**config.mk**
```make
export PLATFORM = sky130hd
export DESIGN_NAME = mfp_multi_digit_seven_segment_scanner_flat
export DESIGN_NICKNAME = d
export VERILOG_FILES = /design/src/rtl/mfp_multi_digit_seven_segment_scanner_if.sv /design/src/rtl/mfp_multi_digit_seven_segment_scanner.sv /design/src/flat_wrapper.sv
export SDC_FILE = /design/constraint.sdc
export NUM_CORES = 1
export LEC_CHECK = 0
export CAP_MARGIN = 40
export CORE_ASPECT_RATIO = 1.2
export CORE_MARGIN = 5
export CORE_UTILIZATION = 40
export DETAILED_ROUTE_END_ITERATION = 16
export GPL_TIMING_DRIVEN = 0
export PLACE_DENSITY = 0.7
export SLEW_MARGIN = 40
export SYNTH_ARGS = -nofsm -noshare
export SYNTH_HDL_FRONTEND = slang
export SYNTH_SLANG_ARGS = --single-unit
```
**constraint.sdc**
```tcl
create_clock -name clk -period 10.1 [get_ports clk]
set_clock_uncertainty 0.15 [all_clocks]
set_input_delay 2.02 -clock clk [delete_from_list [all_inputs] [get_ports clk]]
set_output_delay 2.02 -clock clk [all_outputs]
set_load 0.02 [all_outputs]
```
**src/rtl/mfp_multi_digit_seven_segment_scanner_if.sv**
```systemverilog
`default_nettype none
// ============================================================================
// Module   : mfp_multi_digit_seven_segment_scanner_if
// Brief    : Display-data and pin bundle for the multiplexed 7-segment scanner.
// Revision : 1.0
// ============================================================================
interface mfp_multi_digit_seven_segment_scanner_if #(
    parameter int N_DIGITS = 8,
    parameter int BRIGHT_W = 4
);
    logic [4*N_DIGITS-1:0] number;
    logic [N_DIGITS-1:0]   digit_en;
    logic [N_DIGITS-1:0]   dots;
    logic                  blank_lz;
    logic [BRIGHT_W-1:0]   brightness;
    logic                  update;
    logic [N_DIGITS-1:0]   anodes;
    logic [6:0]            segments;
    logic                  dp;
    logic                  frame_done;

    modport master (
        output number, digit_en, dots, blank_lz, brightness, update,
        input  anodes, segments, dp, frame_done
    );

    modport slave (
        input  number, digit_en, dots, blank_lz, brightness, update,
        output anodes, segments, dp, frame_done
    );
endinterface
`default_nettype wire

```
**src/rtl/mfp_multi_digit_seven_segment_scanner.sv**
```systemverilog
`default_nettype none
// ============================================================================
// Module   : mfp_multi_digit_seven_segment_scanner
// Brief    : Time-multiplexed N-digit 7-segment driver with PWM brightness,
//            leading-zero blanking and frame-synchronous shadow updates.
// Revision : 1.0
// ============================================================================
module mfp_multi_digit_seven_segment_scanner #(
    parameter int N_DIGITS    = 8,
    parameter int SCAN_DIV    = 50000,
    parameter int BRIGHT_W    = 4,
    parameter bit AN_ACT_LOW  = 1'b1,
    parameter bit SEG_ACT_LOW = 1'b1
) (
    input  wire logic                            clk,
    input  wire logic                            rst,
    mfp_multi_digit_seven_segment_scanner_if.slave bus
);
    localparam int CNT_W     = $clog2(SCAN_DIV);
    localparam int IDX_W     = $clog2(N_DIGITS);
    localparam int PHASE_LEN = SCAN_DIV >> BRIGHT_W;
    localparam logic [CNT_W-1:0]    CNT_LAST = CNT_W'(SCAN_DIV - 1);
    localparam logic [IDX_W-1:0]    IDX_LAST = IDX_W'(N_DIGITS - 1);
    localparam logic [N_DIGITS-1:0] AN_OFF   = {N_DIGITS{AN_ACT_LOW}};
    localparam logic [6:0]          SEG_OFF  = {7{SEG_ACT_LOW}};

    logic [CNT_W-1:0]      cnt_q, cnt_d;
    logic [IDX_W-1:0]      idx_q, idx_d;
    logic                  frame_done_q;
    logic [N_DIGITS-1:0]   anodes_q, anodes_d;
    logic [6:0]            segments_q, segments_d;
    logic                  dp_q, dp_d;

    logic [4*N_DIGITS-1:0] stg_num_q, sh_num_q;
    logic [N_DIGITS-1:0]   stg_en_q, sh_en_q;
    logic [N_DIGITS-1:0]   stg_dots_q, sh_dots_q;
    logic                  stg_blz_q, sh_blz_q;
    logic                  pending_q;

    logic                  slot_end;
    logic                  wrap;
    logic [BRIGHT_W-1:0]   phase;
    logic [3:0]            cur_nib;
    logic [N_DIGITS-1:0]   upper_zero;
    logic                  lz_blank;
    logic                  lit;
    logic [6:0]            seg_hi;
    logic [N_DIGITS-1:0]   sel;

    assign slot_end = (cnt_q == CNT_LAST);
    assign wrap     = slot_end && (idx_q == IDX_LAST);
    assign phase    = BRIGHT_W'(cnt_q / CNT_W'(PHASE_LEN));
    assign cur_nib  = sh_num_q[4*int'(idx_q) +: 4];
    assign sel      = N_DIGITS'(1) << idx_q;

    // upper_zero[i]: nibble i and every more significant nibble are zero
    generate
        for (genvar i = 0; i < N_DIGITS; i++) begin : g_upper_zero
            assign upper_zero[i] = (sh_num_q[4*N_DIGITS-1:4*i] == '0);
        end
    endgenerate

    assign lz_blank = sh_blz_q && (idx_q != '0) && upper_zero[idx_q];
    // phase 0 stays dark so the anode switch never overlaps old segment data
    assign lit = (phase != '0) && (phase <= bus.brightness) && sh_en_q[idx_q] && !lz_blank;

    always_comb begin
        seg_hi = 7'h00;
        case (cur_nib)
            4'h0: seg_hi = 7'h3F;
            4'h1: seg_hi = 7'h06;
            4'h2: seg_hi = 7'h5B;
            4'h3: seg_hi = 7'h4F;
            4'h4: seg_hi = 7'h66;
            4'h5: seg_hi = 7'h6D;
            4'h6: seg_hi = 7'h7D;
            4'h7: seg_hi = 7'h07;
            4'h8: seg_hi = 7'h7F;
            4'h9: seg_hi = 7'h6F;
            4'hA: seg_hi = 7'h77;
            4'hB: seg_hi = 7'h7C;
            4'hC: seg_hi = 7'h39;
            4'hD: seg_hi = 7'h5E;
            4'hE: seg_hi = 7'h79;
            default: seg_hi = 7'h71;
        endcase
    end

    always_comb begin
        cnt_d      = slot_end ? '0 : cnt_q + 1'b1;
        idx_d      = idx_q;
        if (wrap) begin
            idx_d = '0;
        end else if (slot_end) begin
            idx_d = idx_q + 1'b1;
        end
        anodes_d   = lit ? (sel ^ AN_OFF) : AN_OFF;
        segments_d = lit ? (seg_hi ^ SEG_OFF) : SEG_OFF;
        dp_d       = lit ? (sh_dots_q[idx_q] ^ SEG_ACT_LOW) : SEG_ACT_LOW;
    end

    always_ff @(posedge clk) begin
        if (rst) begin
            cnt_q        <= '0;
            idx_q        <= '0;
            frame_done_q <= 1'b0;
            anodes_q     <= AN_OFF;
            segments_q   <= SEG_OFF;
            dp_q         <= SEG_ACT_LOW;
        end else begin
            cnt_q        <= cnt_d;
            idx_q        <= idx_d;
            frame_done_q <= wrap;
            anodes_q     <= anodes_d;
            segments_q   <= segments_d;
            dp_q         <= dp_d;
        end
    end

    // Shadow only changes on the frame wrap so a frame is never torn
    always_ff @(posedge clk) begin
        if (rst) begin
            stg_num_q  <= '0;
            stg_en_q   <= '0;
            stg_dots_q <= '0;
            stg_blz_q  <= 1'b0;
            sh_num_q   <= '0;
            sh_en_q    <= '0;
            sh_dots_q  <= '0;
            sh_blz_q   <= 1'b0;
            pending_q  <= 1'b0;
        end else begin
            if (bus.update) begin
                stg_num_q  <= bus.number;
                stg_en_q   <= bus.digit_en;
                stg_dots_q <= bus.dots;
                stg_blz_q  <= bus.blank_lz;
            end
            if (bus.update && wrap) begin
                sh_num_q  <= bus.number;
                sh_en_q   <= bus.digit_en;
                sh_dots_q <= bus.dots;
                sh_blz_q  <= bus.blank_lz;
                pending_q <= 1'b0;
            end else if (bus.update) begin
                pending_q <= 1'b1;
            end else if (wrap && pending_q) begin
                sh_num_q  <= stg_num_q;
                sh_en_q   <= stg_en_q;
                sh_dots_q <= stg_dots_q;
                sh_blz_q  <= stg_blz_q;
                pending_q <= 1'b0;
            end
        end
    end

    assign bus.anodes     = anodes_q;
    assign bus.segments   = segments_q;
    assign bus.dp         = dp_q;
    assign bus.frame_done = frame_done_q;
endmodule
`default_nettype wire
```
**src/flat_wrapper.sv**
```systemverilog
// flat-port wrapper written by rule: the top's interface ports become plain ports
module mfp_multi_digit_seven_segment_scanner_flat 
#(
    parameter int N_DIGITS    = 8,
    parameter int SCAN_DIV    = 50000,
    parameter int BRIGHT_W    = 4,
    parameter bit AN_ACT_LOW  = 1'b1,
    parameter bit SEG_ACT_LOW = 1'b1
)
  (clk, rst, bus_number, bus_digit_en, bus_dots, bus_blank_lz, bus_brightness, bus_update, bus_anodes, bus_segments, bus_dp, bus_frame_done);
  mfp_multi_digit_seven_segment_scanner_if #(.N_DIGITS(N_DIGITS), .BRIGHT_W(BRIGHT_W)) bus_i ();
  input  wire logic clk;
  input  wire logic rst;
  input wire logic [$bits(bus_i.number)-1:0] bus_number;
  input wire logic [$bits(bus_i.digit_en)-1:0] bus_digit_en;
  input wire logic [$bits(bus_i.dots)-1:0] bus_dots;
  input wire logic [$bits(bus_i.blank_lz)-1:0] bus_blank_lz;
  input wire logic [$bits(bus_i.brightness)-1:0] bus_brightness;
  input wire logic [$bits(bus_i.update)-1:0] bus_update;
  output wire logic [$bits(bus_i.anodes)-1:0] bus_anodes;
  output wire logic [$bits(bus_i.segments)-1:0] bus_segments;
  output wire logic [$bits(bus_i.dp)-1:0] bus_dp;
  output wire logic [$bits(bus_i.frame_done)-1:0] bus_frame_done;
  assign bus_i.number = bus_number;
  assign bus_i.digit_en = bus_digit_en;
  assign bus_i.dots = bus_dots;
  assign bus_i.blank_lz = bus_blank_lz;
  assign bus_i.brightness = bus_brightness;
  assign bus_i.update = bus_update;
  assign bus_anodes = bus_i.anodes;
  assign bus_segments = bus_i.segments;
  assign bus_dp = bus_i.dp;
  assign bus_frame_done = bus_i.frame_done;
  mfp_multi_digit_seven_segment_scanner #(.N_DIGITS(N_DIGITS), .SCAN_DIV(SCAN_DIV), .BRIGHT_W(BRIGHT_W), .AN_ACT_LOW(AN_ACT_LOW), .SEG_ACT_LOW(SEG_ACT_LOW)) u_core (.clk(clk), .rst(rst), .bus(bus_i));
endmodule
```
==> reports/qor.yml <==
status: "complete, no violations"
gp_congestion: 0.905
synth_edf_count: 0
dpl_cell_area_um2: 9350
fin_area_um2: 9950
synth_most_common_cell: "dfxtp_1"
cp_max_fo: 10
max_cap_viol_count: 0
clock_latency_ns: 0.41
grt_start_max_net_pins: 17
grt_overflow: 0
power_density_nw_per_um2: 125
wl_met3_um: 1140
async_reset_ff_share_pct: 0
fp.dieArea_um2: 23800
synth-seq-area-share_pct: 32.5
drtAntennaViolNets: 0
clk_pin_slew_ns: 0.06
hold_path_startpoint: "u_core.sh_dots_q[6]$_SDFFE_PP0P_"
slowest_stage: "nor4b_2"
hp-class: "reg -> reg"
hold_viol: 0
worst_pin_slew_ns: 0.811
crit_family: "compound AO/OA/AOI/OAI gates"
grt_usage_pct: 20.3
synth-warning-count: 0
synthTopCellsByArea: "dfxtp_1 (33%), mux2i_1 (8.1%), nor2_1 (5.5%), a21oi_1 (5.2%), o221ai_1 (5.1%)"
period_minus_slack_ns: 8.52
dr.max_layer_used: "met4"
die_y_um: 168
ys_ff_latch: 135
diodes: 0
syn_area_um2: 8310
die_w_um: 142
ys_types: 86
cts_tree: "built"
via_per_inst: 5.94
rows: 57
cts_setup_buffers: 0
area_growth_syn_to_layout_pct: 19.7
ios: 73
clock_sink_count: 135
initial_utilization_pct: 40.9
met1_length_um: 10100
r2r_start: "u_core.cnt_q[1]$_SDFF_PP0_"
postRouteWirelength_um: 24600
dp_hpwl_um: 18800
drcViolationCount: 0
grt_setup_unrepaired: "false"
grt_pass1_wl_um: 39600
antenna_found_initial: 0
timing.rr.end: "u_core.bus.segments[4]$_SDFF_PP1_"
finalMaxSlewViolations: 0
max_stage_delay_ns: 0.60
avgRoutedWirePerCell_um: 17.9
drt_pass1_iterations: 5
syn_avg_cell_area_um2: 8.27
drt_iter0_drc: 713
layout-drive-gt1-share_pct: 7.86
reg2reg_setup_slack_ns: 1.58
hold_depth: 2
final_util_pct: 48.9
whs_ns: 0.305
clock_path_buffers: 2
netlist_top_cells_count: "dfxtp_1 (135), nor2_1 (122), nand2_1 (96)"
fin_crit_sh_pct: 84.4
timing.setup.tns_ns: 0
holdPathEnd: "u_core.sh_dots_q[6]$_SDFFE_PP0P_"
wl_met2_um: 12400
rr_worst_depth: 35
core-area_um2: 20300
yosys.area.top_type: "dfxtp_1"
postCtsHoldBufs: 0
setup_violations: 0
cp.arrival_ns: 8.62
grt_pass1_vias: 7897
cts-htree-levels: 4
worstPathRequired_ns: 10.20
peakVddDrop_mv: 0.108
slew_headroom_pct: 45.9
netlist_instances: 1004
layout.nets: 1171
syn-num-nets: 1081
cp.buffers_inverters: 6
clock.fmax_mhz: 117
cp-start-kind: "flop"
portBuffers: 70
numCtsBuffers: 17
endpoint_kind: "flop"
p_leak_nw: 3.60
cts_resized: 0
num_vias: 8152
yosysTopAreaCellShare_pct: 32.5
root_buffer: "clkbuf_16"
ys.flop_type: "dfxtp_1"
path_class: "reg -> reg"
-- metrics by stage --
| stage | std cells | power [mW] | setup WS (ns) |
|---|---|---|---|
| 3_5_place_dp | 1339 | 0.645 | 1.65 |
| 4_1_cts | 1371 | 1.25 | 1.61 |
| 2_1_floorplan | 1004 | 0.605 | 3.13 |
| 5_1_grt | 1372 | 1.29 | 0.920 |
| 3_3_place_gp | 1339 | 0.643 | 1.51 |
| 6_report | 1372 | 1.24 | 1.58 |
-- power breakdown --
part | switching (mW) | internal (mW)
clock network | 0.234 | 0.374
logic | 0.0424 | 0.0383
registers | 0.00687 | 0.546
-- logic make-up (layout without fill, tap and decap cells) --
group | after synthesis | in the layout | synth area share [%]
AO/OA/AOI/OAI | 271 | 271 | 23.4
XOR/XNOR | 31 | 31 | 3.27
adder cells (fa/ha/maj) | 23 | 23 | 3.40
buffers and inverters | 104 | 207 | 5.03
multiplexers | 82 | 82 | 11.7
flip-flops | 135 | 135 | 32.5
AND/OR/NAND/NOR | 358 | 358 | 20.7
-- flip-flops by register name, summed over array words and instances, names as in the netlist --
| register | flops |
|---|---|
| u_core.sh_dots_q | 8 |
| u_core.sh_en_q | 8 |
| u_core.stg_en_q | 8 |
| u_core.idx_q | 3 |
| u_core.cnt_q | 16 |
| u_core.stg_dots_q | 8 |
| u_core.bus.frame_done | 1 |
| u_core.sh_blz_q | 1 |
| u_core.pending_q | 1 |
| u_core.stg_num_q | 32 |
| u_core.bus.segments | 7 |
| u_core.bus.anodes | 8 |
| u_core.bus.dp | 1 |
| u_core.sh_num_q | 32 |
| u_core.stg_blz_q | 1 |
-- layout by cell type, fill, tap and decap left out, types with 5 or more instances in the layout --
master,count
a211o_1,5
a211oi_1,11
a21oi_1,87
and2_1,9
and3_1,8
buf_1,9
buf_2,10
clkbuf_1,57
clkbuf_16,17
clkdlybuf4s50_1,70
dfxtp_1,135
ha_1,21
inv_1,25
inv_6,6
mux2i_1,67
mux4_2,12
nand2_1,96
nand2b_1,6
nand3_1,26
nand4_1,15
nor2_1,122
nor2b_1,8
nor3_1,24
nor4_1,6
o2111ai_1,5
o211ai_1,8
o21ai_0,29
o221ai_1,48
o22ai_1,5
o31a_1,5
o31ai_1,5
or2_2,6
or3_1,5
xnor2_1,20
xor2_1,11
-- worst max path at each step --
stage / from / end / slack, ns / cells past startpoint
4_1_cts: u_core.cnt_q[1]$_SDFF_PP0_ / u_core.bus.segments[4]$_SDFF_PP1_ / 1.61 / 35
2_1_floorplan: u_core.cnt_q[6]$_SDFF_PP0_ / u_core.bus.segments[4]$_SDFF_PP1_ / 3.13 / 33
3_5_place_dp: u_core.cnt_q[1]$_SDFF_PP0_ / u_core.bus.segments[4]$_SDFF_PP1_ / 1.65 / 35
6_report: u_core.cnt_q[1]$_SDFF_PP0_ / u_core.bus.segments[4]$_SDFF_PP1_ / 1.58 / 35
5_1_grt: u_core.cnt_q[1]$_SDFF_PP0_ / u_core.bus.segments[4]$_SDFF_PP1_ / 0.92 / 35
3_3_place_gp: u_core.cnt_q[1]$_SDFF_PP0_ / u_core.bus.segments[4]$_SDFF_PP1_ / 1.51 / 35
-- routing by layer --
metal / global-route usage, % / vias up
met5: 0 / -
met4: 8.89 / 0
met3: 3.35 / 74
met2: 35.2 / 274
met1: 24.5 / 3911
li1: - / 3893
-- area by class of cell --
cell class                      instances  area [um2]
Multi-Input combinational cell        765        5200
Clock buffer                           20         447
Tap cell                              265         332
Fill cell                            1999       10400
Timing Repair Buffer                   71         712
Inverter                               27         101
Clock inverter                         12         139
Sequential cell                       135        2700
Buffer                                 77         317
-- tightest hold or removal path: stages (launching register included) --
cell and delay (ns):
dfxtp_1 0.30, nand2_1 0.05, a21oi_1 0.05
(Power assumes the default switching activity.)
